$ cat config.mk
export PLATFORM = sky130hd
export DESIGN_NAME = btn_event_scheduler
export DESIGN_NICKNAME = d
export VERILOG_FILES = /design/src/rtl/btn_event_scheduler.sv
export SDC_FILE = /design/constraint.sdc
export NUM_CORES = 1
export LEC_CHECK = 0
export BUFFER_PORTS_ARGS = -buffer_cell sky130_fd_sc_hd__buf_2
export CAP_MARGIN = 20
export CELL_PAD_IN_SITES_DETAIL_PLACEMENT = 1
export CELL_PAD_IN_SITES_GLOBAL_PLACEMENT = 2
export CORE_MARGIN = 10
export CORE_UTILIZATION = 32
export DETAILED_ROUTE_END_ITERATION = 10
export PLACE_DENSITY = 0.89
export SKIP_LAST_GASP = 1
export SLEW_MARGIN = 25
export SYNTH_ARGS = -nofsm -noshare
export SYNTH_HDL_FRONTEND = slang
export SYNTH_SLANG_ARGS = --single-unit
export TNS_END_PERCENT = 20
$ cat constraint.sdc
create_clock -name clk -period 5.72 [get_ports clk]
set_input_delay 1.144 -clock clk [delete_from_list [all_inputs] [get_ports clk]]
set_output_delay 1.144 -clock clk [all_outputs]
set_load 0.01 [all_outputs]
$ cat src/rtl/btn_event_scheduler.sv
// ---------------------------------------------------------------------------
// btn_event_scheduler
//
// Purpose:
//   Collects rising/falling edge pulses from NUM_BTN button detectors and
//   latches each one as a pending event. Pending events are sent one at a
//   time on a single valid/ready event port. Channels share the port by
//   round-robin arbitration. Within a channel the type order is press, then
//   long press, then release. Each channel/type can hold one outstanding
//   event. A further event of that type before it drains is lost and sets
//   the sticky overflow flag.
//
// Handshake (valid/ready):
//   o_evt_valid is asserted while an event is presented. o_evt_ch and
//   o_evt_type stay stable until a cycle with i_evt_ready=1. The transfer
//   occurs on the rising clk edge where o_evt_valid && i_evt_ready. Valid
//   never drops without a transfer, except through reset.
//
// Optional feature (macro BTN_LONG_PRESS_EN):
//   Defined   : per-channel hold counter. A long-press event (type 2'b10) is
//               raised once per press after LONG_MS i_tick strobes.
//   Undefined : no long-press logic; i_tick and LONG_MS are ignored.
//
// Ports:
//   clk          system clock
//   reset        synchronous, active-high reset
//   i_rise       per-channel press pulse
//   i_fall       per-channel release pulse
//   i_tick       1 kHz strobe (long-press timing only)
//   o_evt_valid  event presented
//   i_evt_ready  consumer accepts event
//   o_evt_ch     channel of the presented event
//   o_evt_type   00 press, 01 release, 10 long press
//   o_pending    per channel, OR of that channel's pending bits (registered)
//   o_overflow   sticky event-lost flag
//   i_clr_ovf    clears o_overflow (a simultaneous new loss wins)
// ---------------------------------------------------------------------------
module btn_event_scheduler #(
  parameter int  NUM_BTN = 4,
  parameter int  LONG_MS = 1000,
  localparam int CH_W    = $clog2(NUM_BTN)
) (
  input  logic               clk,
  input  logic               reset,
  input  logic [NUM_BTN-1:0] i_rise,
  input  logic [NUM_BTN-1:0] i_fall,
  input  logic               i_tick,
  output logic               o_evt_valid,
  input  logic               i_evt_ready,
  output logic [CH_W-1:0]    o_evt_ch,
  output logic [1:0]         o_evt_type,
  output logic [NUM_BTN-1:0] o_pending,
  output logic               o_overflow,
  input  logic               i_clr_ovf
);

  localparam logic [1:0] TYPE_PRESS   = 2'b00;
  localparam logic [1:0] TYPE_RELEASE = 2'b01;
  localparam logic [1:0] TYPE_LONG    = 2'b10;

  typedef enum logic {
    ST_IDLE = 1'b0,
    ST_SHOW = 1'b1
  } state_t;

  state_t r_state;
  state_t w_state_nxt;

  logic [NUM_BTN-1:0] r_press_p;
  logic [NUM_BTN-1:0] r_rel_p;
  logic [CH_W-1:0]    r_ptr;
  logic [CH_W-1:0]    r_evt_ch;
  logic [1:0]         r_evt_type;
  logic [NUM_BTN-1:0] r_pending;
  logic               r_overflow;

  // Long-press pending bits and their set strobes (constant zero when the
  // feature is compiled out).
  logic [NUM_BTN-1:0] w_long_pend;
  logic [NUM_BTN-1:0] w_long_set;

  logic [NUM_BTN-1:0] w_any_ch;
  logic               w_found;
  logic [CH_W-1:0]    w_gnt_ch;
  logic [1:0]         w_gnt_type;
  logic               w_load;
  logic [NUM_BTN-1:0] w_gnt_onehot;
  logic [NUM_BTN-1:0] w_clr_press;
  logic [NUM_BTN-1:0] w_clr_rel;
  logic [NUM_BTN-1:0] w_clr_long;
  logic [NUM_BTN-1:0] w_press_nxt;
  logic [NUM_BTN-1:0] w_rel_nxt;
  logic [NUM_BTN-1:0] w_long_nxt;
  logic               w_loss;

  assign w_any_ch = r_press_p | r_rel_p | w_long_pend;

  // Round-robin search starting one past the last granted channel.
  always_comb begin
    int idx;
    w_found    = 1'b0;
    w_gnt_ch   = '0;
    w_gnt_type = TYPE_PRESS;
    idx        = 0;
    for (int i = 1; i <= NUM_BTN; i++) begin
      idx = int'(r_ptr) + i;
      if (idx >= NUM_BTN) idx = idx - NUM_BTN;
      if (!w_found && w_any_ch[idx]) begin
        w_found  = 1'b1;
        w_gnt_ch = CH_W'(idx);
      end
    end
    // Press before long before release keeps press/release ordering intact.
    if (r_press_p[w_gnt_ch])        w_gnt_type = TYPE_PRESS;
    else if (w_long_pend[w_gnt_ch]) w_gnt_type = TYPE_LONG;
    else                            w_gnt_type = TYPE_RELEASE;
  end

  assign w_load       = ((r_state == ST_IDLE) || i_evt_ready) && w_found;
  assign w_gnt_onehot = NUM_BTN'(1) << w_gnt_ch;
  assign w_clr_press  = (w_load && (w_gnt_type == TYPE_PRESS))   ? w_gnt_onehot : '0;
  assign w_clr_rel    = (w_load && (w_gnt_type == TYPE_RELEASE)) ? w_gnt_onehot : '0;
  assign w_clr_long   = (w_load && (w_gnt_type == TYPE_LONG))    ? w_gnt_onehot : '0;

  // Clear is applied before set, so a new event arriving on the cycle its
  // bit is loaded survives without counting as a loss.
  assign w_press_nxt = (r_press_p & ~w_clr_press) | i_rise;
  assign w_rel_nxt   = (r_rel_p   & ~w_clr_rel)   | i_fall;
  assign w_long_nxt  = (w_long_pend & ~w_clr_long) | w_long_set;

  assign w_loss = |((i_rise     & r_press_p   & ~w_clr_press) |
                    (i_fall     & r_rel_p     & ~w_clr_rel)   |
                    (w_long_set & w_long_pend & ~w_clr_long));

`ifdef BTN_LONG_PRESS_EN
  localparam int CNT_W = $clog2(LONG_MS + 1);

  logic [NUM_BTN-1:0] r_held;
  logic [NUM_BTN-1:0] r_long_p;
  logic [CNT_W-1:0]   r_cnt [NUM_BTN];

  assign w_long_pend = r_long_p;

  // The tick that moves the counter from LONG_MS-1 to LONG_MS raises the
  // event; the counter then saturates, so it fires once per press.
  always_comb begin
    w_long_set = '0;
    for (int c = 0; c < NUM_BTN; c++) begin
      w_long_set[c] = r_held[c] && i_tick && !i_rise[c] && !i_fall[c] &&
                      (r_cnt[c] == CNT_W'(LONG_MS - 1));
    end
  end

  always_ff @(posedge clk) begin
    if (reset) begin
      r_held   <= '0;
      r_long_p <= '0;
      for (int c = 0; c < NUM_BTN; c++) r_cnt[c] <= '0;
    end else begin
      r_long_p <= w_long_nxt;
      for (int c = 0; c < NUM_BTN; c++) begin
        if (i_rise[c]) begin
          r_held[c] <= 1'b1;
          r_cnt[c]  <= '0;
        end else if (i_fall[c]) begin
          r_held[c] <= 1'b0;
          r_cnt[c]  <= '0;
        end else if (r_held[c] && i_tick && (r_cnt[c] != CNT_W'(LONG_MS))) begin
          r_cnt[c] <= r_cnt[c] + 1'b1;
        end
      end
    end
  end
`else
  assign w_long_pend = '0;
  assign w_long_set  = '0;

  logic w_unused_long;
  assign w_unused_long = i_tick ^ (LONG_MS == 0) ^ (|w_clr_long) ^ (|w_long_nxt);
`endif

  // Output-stage FSM: state register.
  always_ff @(posedge clk) begin
    if (reset) r_state <= ST_IDLE;
    else       r_state <= w_state_nxt;
  end

  // Output-stage FSM: next-state logic.
  always_comb begin
    w_state_nxt = r_state;
    if (w_load)                                    w_state_nxt = ST_SHOW;
    else if ((r_state == ST_SHOW) && i_evt_ready)  w_state_nxt = ST_IDLE;
  end

  // Output-stage FSM: outputs.
  always_comb begin
    o_evt_valid = (r_state == ST_SHOW);
  end

  // Datapath: pending bits, presented event, pointer, flags.
  always_ff @(posedge clk) begin
    if (reset) begin
      r_press_p  <= '0;
      r_rel_p    <= '0;
      r_ptr      <= '0;
      r_evt_ch   <= '0;
      r_evt_type <= '0;
      r_pending  <= '0;
      r_overflow <= 1'b0;
    end else begin
      r_press_p  <= w_press_nxt;
      r_rel_p    <= w_rel_nxt;
      r_pending  <= w_press_nxt | w_rel_nxt | w_long_nxt;
      r_overflow <= (r_overflow & ~i_clr_ovf) | w_loss;
      if (w_load) begin
        r_evt_ch   <= w_gnt_ch;
        r_evt_type <= w_gnt_type;
        r_ptr      <= w_gnt_ch;
      end
    end
  end

  assign o_evt_ch   = r_evt_ch;
  assign o_evt_type = r_evt_type;
  assign o_pending  = r_pending;
  assign o_overflow = r_overflow;

endmodule

Yosys cells after proc, flatten, opt, wreduce, memory -nomap -nowiden

Index checks and enable logic that the tools add are counted.
Widths: inputs -> output; s select.

Register bits after elaboration: 18
Bits of input ports: 13
Output and inout bits: 10
Word-level logic and storage cells: 91

Add/sub/neg operators: 8
Magnitude comparators: 9
Equal/unequal tests: 1
Shift-type cells: 1
Mux-type cells: 34
Bitwise operators: 17
Reduce and logical (&&, ||, !) cells: 14

Operator list:

| operator            | count |
|---|---|
| $lt 32x4->1 const B | 4 |
| $mux 32             | 4 |
| $and 4x4->4         | 6 |
| $or 4x4->4          | 5 |
| $mux 1              | 16 |
| $bmux 1 s2          | 6 |
| $mux 2              | 6 |
| $sub 3x3->4 const B | 3 |
| $ge 3x3->1 const B  | 3 |
| $mux 4              | 2 |
| $not 4->4           | 2 |
| $logic_and 1x1->1   | 7 |
| $add 2x2->3 const B | 2 |
| $sub 4x3->5 const B | 1 |
| $add 2x3->4 const B | 1 |
| $ge 4x3->1 const B  | 1 |
| $reduce_or 4->1     | 1 |
| $shl 1x2->4 const A | 1 |
| $add 2x1->3 const B | 1 |
| $logic_not 1->1     | 3 |
| $lt 2x3->1 const B  | 1 |
| $eq 2x1->1 const B  | 1 |
| $logic_not 2->1     | 1 |
| $not 1->1           | 2 |
| 4 further kinds     | 4 |

Logic depth before layout (Yosys ltp)

Gate-level depths: netlist of run 1.

Depth after elaboration: 28
Mapped depth: 8
Mapped depth without buffers: 6

Least setup slack after synthesis of run 1

Ideal clock, no wire load.

Path kind: input -> register
From: input port i_evt_ready
To: register r_pending[0] (netlist: o_pending[0])
Library setup time: 0.136 ns
Arrival time: 2.267 ns
Data required time: 5.584 ns
Path slack: 3.318 ns
Stages on the path: 5
Buffers on the path: 0
Cells stage by stage: nand2b_1 > o21ai_4 > or4_1 > o21ai_0 > a41oi_1

Word-level cells in the longest chain between the ends: 8
Elaborated cells on any way between the ends: 13
Classes of those cells: mux: 2; bitwise: 7; reduce/logical: 4

RTL lines:

| item                                        | RTL line | RTL |
|---|---|---|
| from (decl)                                 | 49       | `input logic i_evt_ready,` |
| $logic_or 1x1->1 *                          | 119      | `assign w_load = ((r_state == ST_IDLE) \|\| i_evt_ready) && w_found;` |
| $logic_and 1x1->1 *                         | 119      |  |
| $logic_and 1x1->1, on equally long branches | 121, 122 |  |
| $mux 4, on equally long branches            | 121, 122 |  |
| $not 4->4, on equally long branches         | 127, 128 |  |
| $and 4x4->4, on equally long branches       | 127, 128 |  |
| $or 4x4->4, on equally long branches        | 127, 128 |  |
| $or 4x4->4 *                                | 213      | `r_pending <= w_press_nxt \| w_rel_nxt \| w_long_nxt;` |
| to (signal assigned)                        | 213      |  |
| to (decl)                                   | 74       | `logic [NUM_BTN-1:0] r_pending;` |

Mark *: on every way between the ends. The rest lies on a longest branch, timed or not.
A chain may end at the register's enable or synchronous reset.

Final worst setup path of run 1

Same ends and word-level chain as after synthesis.

==> summary.txt, run 1 <==
Final layout
  • Filler cells: 373
  • Total area of sequential cells: 340.3 um^2
  • Ratio of cells with drive above 1 in the final layout: between 20% and 30%
  • Count of nets after finishing: 148
  • Area growth from synthesis to final layout: 14.40%
  • Area of the multi-input gates: 550.5 um^2
  • Count of antenna diodes in the layout: 0

Route
  • Pre-antenna DRT Iters: 4
  • Met1 WL: 1309 um
  • Detail Route Antenna Nets: 0
  • Per-cell via count in the routed design: 5.673
  • Via count of the routed design: 936
  • WL/cell: 16.10 um
  • Met2 layer wire length in the routed design: 1184 um
  • Initial DRC Count: 41
  • Final wirelength: around 2700 um
  • Highest Signal Layer: met4
  • Detail Route met3 WL: 108 um
  • # DRC: 0

Clocking
  • CTS tree: yes
  • Clock latency reported for the late side of the worst-skew pair: about 0.3 ns
  • Maximum level of the CTS H-tree: 1
  • Maximum buffer depth of the clock tree: 2
  • Number of buffers added by the clock tree synthesis step: 3
  • Clk root buf: clkbuf_4
  • Cts hold-fix bufs: 0
  • Sinks on the clock net: 17
  • Count of cells resized by post-cts repair: 0
  • Post-CTS setup buffer count: 0
  • Reg clk slew, reported paths: 0.11 ns

Global routing
  • Overall Global Routing Usage: roughly a tenth
  • Total overflow reported by the global router: 0
  • Initial antenna violation count: 0
  • Number of global-route vias before repair: 994
  • Largest net degree at the start of global routing: 18
  • First-pass GRT wire length: around 4600 um

Logic synthesis
  • Share of synthesized flip-flops with an asynchronous set or reset: 0%
  • Total of warnings raised by yosys: 0
  • List of most frequent post-synthesis cells: dfxtp_1, nor2_1, a21oi_1
  • Post-synth EDFFs: 0
  • Multiplexer share of the synthesized area: 2.246%
  • Library cell with the highest instance count after synthesis: dfxtp_1
  • Fraction of synthesized cell area taken by the top area cell type: between 30 and 40%
  • Largest cells by area after synthesis: dfxtp_1, a21oi_1, nor2_1
  • Synthesized area: 947.2 um^2
  • Gate count after technology mapping: 115
  • Synthesis-stage register bit count: 17
  • XOR/XNOR share of the synthesized area: 0%
  • Mean Syn Cell Area: between 8 and 9 um^2
  • Post-synthesis adder-cell area fraction: 0%
  • Share of the yosys chip area belonging to registers: a little over a third
  • Fraction of the mapped netlist area in simple logic gates: 20.74%
  • Primary FF master, synth: dfxtp_1
  • Count of cell types in the netlist: 42
  • Library cell occupying the most area in the post-synthesis netlist: dfxtp_1
  • Dominant combinational cell family by area after synthesis: compound AO/OA/AOI/OAI gates
  • Syn_nets: 128
  • Post-synthesis compound-gate area fraction: 34.74%

Power
  • LEAKAGE: ~0.44 nW
  • Largest vdd supply drop: roughly 130 uV
  • Ratio of total power to cell area: about 290 mW/mm^2
  • Total Power: 0.0003189 W

Setup path
  • Count of cells along the worst register-to-register path: 6
  • Startpoint of the worst register-to-register path: r_press_p[2]
  • Worst r2r dst: o_pending[0]
  • Crit path capture type: register
  • Nature of the critical path startpoint: primary input
  • Signal arrival time at the worst endpoint: roughly 2.5 ns
  • Worst path required time: 5.90 ns
  • Type of the worst setup path: primary input to register
  • Largest fanout on the critical path: 7
  • Flop2flop setup slack: around 3.4 ns

Timing
  • Fin Hold WS: roughly 0.53 ns
  • Worst-margin pin slew: 0.5451 ns
  • Max Transition Viols Final: 0
  • Post-route minimum period: between 2 and 2.5 ns
  • Setup clock skew after layout: 0.008610 ns
  • Fraction of the cycle the final worst path needs: about two fifths
  • Final number of setup-violating endpoints: 0
  • Maximum clock rate: 428.4 MHz
  • Setup TNS: 0 ns
  • Final Hold Vio Count: 0
  • Setup repair after global routing missed its margin: false
  • Max transition margin: 62.62%

Place
  • GPL Wtd Cong: around 0.86
  • Post-DP HPWL: 2130 um
  • Number of I/O port buffers: 20

Worst hold path
  • Worst-case hold path end point: o_evt_type[0]
  • Worst hold start: o_evt_type[0]
  • Hold Path Class: register to register
  • Depth of the worst hold-timing path: 2

Outcome
  • Status: finished, final reports clean

Die
  • Initial core utilization: about a third
  • Core Area: 0.002805 mm^2
  • Die area: 0.005536 mm^2
  • Die width: about 74 um
  • Vertical die dimension: 74.41 um
  • Number of cell rows: 19
  • Number of primary I/O pins: 23

Job
  • MaxCap Viol Count: 0
==> cell type report <==
cell class,instances,share of cell area [%]
inverter,7,2.425
sequential,17,31.41
clock inverter,1,0.4619
tap,31,3.580
multi-input combinational,86,50.81
timing repair buffer,20,9.238
clock buffer,3,2.079
==> report_power, final <==
group / switching (W) / leakage [nW] / total, W / internal, W
Combinational: 0.0000618 / 0.282 / 0.000107 / 0.0000448
Clock: 0.0000396 / 0.0177 / 0.0000656 / 0.0000261
Sequential: 0.0000157 / 0.143 / 0.000147 / 0.000131
==> metrics by stage <==
| stage | instances | utilization [%] | instance area (um^2) | setup slack [ns] |
|---|---|---|---|---|
| after global placement | 161 | 37.65 | 1056 | 3.103 |
| after floorplan | 115 | - | 947.2 | 3.318 |
| after global routing | 165 | 38.63 | 1084 | 3.199 |
| final | 165 | 38.63 | 1084 | 3.385 |
| after CTS | 165 | 38.63 | 1084 | 3.395 |
| after detailed placement | 161 | 37.65 | 1056 | 3.074 |
==> critical path, stage by stage <==
cell and delay [ns]:
buf_2 0.07, nand2b_1 0.16, o21ai_4 0.11, or4_1 0.58, o21ai_0 0.28, a41oi_1 0.16
==> worst max path at each step <==
| stage | endpoint | slack (ns) | depth (start not counted) | start |
|---|---|---|---|---|
| 5_1_grt | o_pending[0] | 3.20 | 6 | r_press_p[3] |
| 3_3_place_gp | o_overflow | 3.10 | 6 | i_evt_ready |
| 2_1_floorplan | o_pending[0] | 3.32 | 5 | i_evt_ready |
| 4_1_cts | o_pending[0] | 3.40 | 6 | i_evt_ready |
| 6_report | o_pending[0] | 3.39 | 6 | i_evt_ready |
| 3_5_place_dp | o_pending[0] | 3.07 | 6 | i_evt_ready |
==> registers in the layout (all words and copies together), names as in the netlist <==
| register | flops |
|---|---|
| o_evt_type | 1 |
| o_evt_valid | 1 |
| o_overflow | 1 |
| o_pending | 4 |
| r_press_p | 4 |
| r_ptr | 2 |
| r_rel_p | 4 |
==> metal layers <==
layer	up-vias	track usage, %
li1	469	-
met1	440	12.68
met2	19	16.14
met3	8	2.793
met4	0	5.462
met5	-	0
==> placed cells by master (no fill, tap or decap), types with 2 or more instances in the layout <==
cell type / instances
nor2_1: 14
clkbuf_4: 3
a311oi_1: 2
or4_4: 2
or4_1: 2
o21ai_0: 5
and2_1: 2
or2_2: 2
a31oi_1: 3
nand2b_1: 2
a21oi_1: 13
buf_2: 20
o211ai_1: 5
inv_1: 7
nand3_1: 3
a41oi_1: 3
nand2_1: 4
o21ai_1: 2
dfxtp_1: 17
nor2b_1: 2
==> cells by family (layout without fill, tap and decap cells) <==
logic type	Yosys count	count (layout)
AOI/OAI and AO/OA	46	46
and+or+nand+nor	37	37
DFF	17	17
buffers and inverters	12	31
muxes	2	2
other	1	1
Note: power is estimated with default switching activity, not from simulation.
==> run 2, diff against run 1 <==
CORE_UTILIZATION = 26   (was 32)
PLACE_DENSITY = 0.79   (was 0.89)
clock period = 2 ns   (was 5.72 ns; I/O delays follow)
==> summary.txt, run 2 (same netlist as run 1, synthesis figures left out) <==
Outcome
  • Status: complete, but fails checks
  • Failing checks: setup timing

Timing
  • Max Transition Viols Final: 0
  • Setup TNS: -0.1394 ns
  • Fraction of the cycle the final worst path needs: 105.9%
  • Maximum clock rate: 472.3 MHz
  • Fin Hold WS: 0.3179 ns
  • Setup repair after global routing missed its margin: true
  • Setup slack after layout: -0.1171 ns
  • Post-route minimum period: 2.117 ns
  • Final number of setup-violating endpoints: 3
  • Setup clock skew after layout: 0.01441 ns
  • Final Hold Vio Count: 0

Power
  • Total Power: 0.001132 W
  • LEAKAGE: 0.6173 nW
  • Ratio of total power to cell area: 799.6 mW/mm^2
  • Largest vdd supply drop: 463.9 uV

Setup path
  • Type of the worst setup path: register to register
  • Worst path required time: 2.19 ns
  • Startpoint of the worst register-to-register path: r_press_p[0]
  • Worst path slowest cell: or4_1
  • Worst Path Buf+Inv: 0
  • Worst path max stage delay: 0.51 ns
  • Critical path launch point: r_press_p[0]
  • Crit path capture type: register
  • Largest fanout on the critical path: 5
  • Cells traversed along the worst timing path: or4_1 > o211ai_1 > and3b_2 > a41oi_1 > a311oi_2 > a41oi_2
  • Nature of the critical path startpoint: register
  • Signal arrival time at the worst endpoint: 2.31 ns
  • CP delay by family, top: simple AND/OR/NAND/NOR gates

Route
  • Final wirelength: roughly 3500 um
  • Initial DRC Count: 30
  • Pre-antenna DRT Iters: 4
  • Via count of the routed design: 1086
  • Detail Route met3 WL: 191 um
  • Detail Route Antenna Nets: 0
  • Per-cell via count in the routed design: 5.123
  • Met1 WL: 1492 um
  • WL/cell: 16.35 um
  • Highest Signal Layer: met4
  • Met2 layer wire length in the routed design: 1744 um
  • # DRC: 0

Final layout
  • Leading cell types in the layout, fill and taps excluded: buf_4, buf_2, nor2_1
  • Count of nets after finishing: 180
  • Ratio of cells with drive above 1 in the final layout: 50.00%
  • Area growth from synthesis to final layout: 49.41%
  • Count of antenna diodes in the layout: 0
  • Most common cell after layout, fill and taps aside: buf_4
  • Filler cells: 427
  • Final instance area: 0.001415 mm^2
  • Core utilization of the finished layout: about two fifths

Global routing
  • Number of global-route vias before repair: 1206
  • Total overflow reported by the global router: 0
  • Overall Global Routing Usage: 10.80%
  • Initial antenna violation count: 0
  • First-pass GRT wire length: 5699 um
  • Largest net degree at the start of global routing: 18

Die
  • Die area: 0.006457 mm^2
  • Core Area: 0.003416 mm^2
  • Initial core utilization: 27.73%
  • Die width: 80.36 um
  • Vertical die dimension: 80.36 um
  • Number of primary I/O pins: 23
  • Number of cell rows: 21

Clocking
  • Clk root buf: clkbuf_4
  • Sinks on the clock net: 17
  • Maximum level of the CTS H-tree: 1
  • Clock latency reported for the late side of the worst-skew pair: approximately 0.31 ns
  • Maximum buffer depth of the clock tree: 2
  • Number of buffers added by the clock tree synthesis step: 3
  • Cts hold-fix bufs: 0
  • Reg clk slew, reported paths: 0.12 ns
  • CTS tree: yes

Worst hold path
  • Hold Path Class: primary input to register
  • Worst hold start: i_fall[3]

Place
  • Post-DP HPWL: around 2500 um
  • Number of I/O port buffers: 20
  • Post-placement cell area: 0.001262 mm^2
  • GPL Wtd Cong: 0.8470

Job
  • MaxCap Viol Count: 0
==> run 2: what timing repair did <==
item	in CTS	in global routing
endpoints found under the setup margin	7	15
resized for setup	14	11
setup buffers	6	1
pin swaps	10	11
==> run 2: area by class of cell <==
| cell class | instances | area [um^2] | area share [%] |
|---|---|---|---|
| tap | 46 | 57.56 | 4.067 |
| clock inverter | 1 | 7.507 | 0.5305 |
| multi-input combinational | 86 | 603.1 | 42.62 |
| inverter | 7 | 26.28 | 1.857 |
| sequential | 17 | 354.1 | 25.02 |
| clock buffer | 3 | 22.52 | 1.592 |
| timing repair buffer | 52 | 344.1 | 24.31 |
==> run 2: worst register-to-register path: stages (launching register included) <==
cell and delay, ns:
dfxtp_1 0.37, or4_1 0.51, o211ai_1 0.17, and3b_2 0.32, a41oi_1 0.19, a311oi_2 0.32, a41oi_2 0.14
==> run 2: routing by layer <==
metal | global-route usage, % | vias up
li1 | - | 531
met1 | 12.20 | 523
met2 | 19.03 | 26
met3 | 4.009 | 6
met4 | 1.761 | 0
met5 | 0 | -
==> run 2: worst paths after layout <==
kind	end	cells past startpoint	slack (ns)
worst min register to register	o_evt_type[0]	2	0.52
worst min-delay path	r_rel_p[3]	3	0.32
worst max-delay path	o_overflow	6	-0.12
worst max register to register	o_overflow	6	-0.12
==> run 2: power breakdown <==
part           switching (W)  internal [W]  leakage (nW)
sequential         0.0000372      0.000377         0.145
combinational       0.000247      0.000267         0.459
clock               0.000126     0.0000764        0.0139
==> run 2: metrics by stage <==
| step | worst slack (ns) | std cells |
|---|---|---|
| after floorplan | -0.02756 | 115 |
| after global placement | -0.1263 | 201 |
| after detailed placement | -0.1590 | 201 |
| after CTS | -0.05923 | 211 |
| after global routing | -0.2355 | 212 |
| final | -0.1171 | 212 |
==> run 3, diff against run 2 <==
PLACE_DENSITY = not set   (was 0.79)
PLACE_DENSITY_LB_ADDON = 0.05   (was not set)
==> summary.txt, run 3 (same netlist as run 1, synthesis figures left out) <==
Outcome
  • Status: complete, but fails checks
  • Failing checks: setup timing

Die
  • Core Area: 0.003416 mm^2
  • Number of primary I/O pins: 23
  • Initial core utilization: around 28%
  • Die area: 0.006457 mm^2
  • Die width: 80.36 um
  • Number of cell rows: 21
  • Vertical die dimension: roughly 80 um

Setup path
  • Flop2flop setup slack: -0.09 ns
  • Startpoint of the worst register-to-register path: r_press_p[2]
  • Signal arrival time at the worst endpoint: 2.27 ns
  • Worst r2r dst: o_overflow
  • Worst path max stage delay: 0.43 ns
  • Worst Path Buf+Inv: 0
  • Crit path capture type: register
  • Type of the worst setup path: register to register
  • Largest fanout on the critical path: 3
  • Worst path slowest cell: or4_4
  • Cells traversed along the worst timing path: or2_1 > o32a_1 > and2_4 > or4_4 > o211ai_1 > a41oi_2
  • Nature of the critical path startpoint: register
  • Count of cells along the worst register-to-register path: 6
  • CP delay by family, top: simple AND/OR/NAND/NOR gates
  • Worst path required time: roughly 2.2 ns

Timing
  • Fraction of the cycle the final worst path needs: 104.7%
  • Maximum clock rate: 477.4 MHz
  • Setup repair after global routing missed its margin: true
  • Setup clock skew after layout: between 0.003 and 0.004 ns
  • Post-route minimum period: 2.095 ns
  • Final Hold Vio Count: 0
  • Setup slack after layout: -0.09489 ns
  • Fin Hold WS: between 0.3 and 0.4 ns
  • Final number of setup-violating endpoints: 3
  • Max Transition Viols Final: 0

Power
  • Ratio of total power to cell area: 777.8 mW/mm^2
  • LEAKAGE: 0.6088 nW
  • Largest vdd supply drop: 294.7 uV

Final layout
  • Count of nets after finishing: approximately 180
  • Area growth from synthesis to final layout: 49.67%
  • Leading cell types in the layout, fill and taps excluded: buf_4, buf_2, nor2_1, a21oi_1, dfxtp_1
  • Most common cell after layout, fill and taps aside: buf_4
  • Count of antenna diodes in the layout: 0
  • Ratio of cells with drive above 1 in the final layout: between 40% and 50%

Global routing
  • Largest net degree at the start of global routing: 18
  • Initial antenna violation count: 0
  • Total overflow reported by the global router: 0
  • Number of global-route vias before repair: 1129
  • First-pass GRT wire length: 5333 um
  • Overall Global Routing Usage: 10.33%

Worst hold path
  • Worst hold start: i_fall[3]
  • Depth of the worst hold-timing path: 3
  • Hold Path Class: primary input to register
  • Worst-case hold path end point: r_rel_p[3]

Clocking
  • Sinks on the clock net: 17
  • Number of buffers added by the clock tree synthesis step: 3
  • Maximum buffer depth of the clock tree: 2
  • Cts hold-fix bufs: 0
  • Reg clk slew, reported paths: 0.10 ns
  • CTS tree: yes
  • Clk root buf: clkbuf_4
  • Clock latency reported for the late side of the worst-skew pair: 0.29 ns
  • Maximum level of the CTS H-tree: 1

Job
  • MaxCap Viol Count: 0

Place
  • GPL Wtd Cong: 0.8736
  • Placement-stage worst setup slack: -0.1769 ns
  • Post-DP HPWL: roughly 2600 um
  • Number of I/O port buffers: 20

Route
  • Detail Route Antenna Nets: 0
  • # DRC: 0
  • Final wirelength: around 3200 um
  • Initial DRC Count: 25
  • Pre-antenna DRT Iters: 4
  • Per-cell via count in the routed design: between 4 and 5
  • WL/cell: 15.61 um
  • Via count of the routed design: 1037
-- run 3: power by group --
group          total, W  switching [W]  leakage (nW)  internal [W]
combinational  0.000496       0.000242         0.449      0.000253
clock          0.000190       0.000112        0.0150     0.0000776
sequential     0.000417      0.0000399         0.144      0.000377
total           0.00110       0.000394         0.609      0.000708
-- run 3: per-stage QoR --
stage / setup TNS, ns / util, % / instance area, um^2 / power [W] / instances
6_report: -0.1414 / 41.50 / 1418 / 0.001103 / 208
5_1_grt: -0.8237 / 41.50 / 1418 / 0.001180 / 208
4_1_cts: -0.1446 / 39.23 / 1340 / 0.001069 / 207
3_5_place_dp: -0.4974 / 36.52 / 1247 / 0.0008310 / 199
3_3_place_gp: -0.2559 / 36.52 / 1247 / 0.0008236 / 199
2_1_floorplan: -0.02756 / - / 947.2 / 0.0006508 / 115
-- run 3: worst reg2reg max path, stage by stage (launching register included) --
cell	delay, ns
dfxtp_2	0.33
or2_1	0.25
o32a_1	0.37
and2_4	0.15
or4_4	0.43
o211ai_1	0.30
a41oi_2	0.15
-- run 3: worst max path at each step --
stage | endpoint | depth (start not counted) | startpoint
final | o_overflow | 6 | r_press_p[2]
after global routing | o_pending[2] | 8 | r_press_p[1]
after CTS | o_overflow | 6 | r_press_p[2]
after detailed placement | o_overflow | 6 | r_rel_p[0]
after global placement | o_overflow | 6 | r_rel_p[2]
after floorplan | o_overflow | 6 | r_press_p[2]
-- run 3: cell type report --
cell class | count | area, um^2
Clock buffer | 4 | 26.28
Fill cell | 432 | 1998
Inverter | 7 | 26.28
Multi-Input combinational cell | 86 | 645.6
Sequential cell | 17 | 351.6
Tap cell | 46 | 57.56
Timing Repair Buffer | 48 | 310.3
-- run 3: repair_timing --
item,4_1_cts,5_1_grt
resized for setup,16,13
buffers inserted,4,1
gates cloned,0,0
pin swaps,6,3
setup endpoints to repair,11,12
-- run 3: layer usage --
metal,GRT usage (%),vias to the layer above,part of all wire [%]
met5,0,-,0
met4,2.113,0,0.71
met3,2.561,4,3.4
met2,18.07,19,48
met1,12.33,484,48
li1,-,530,-
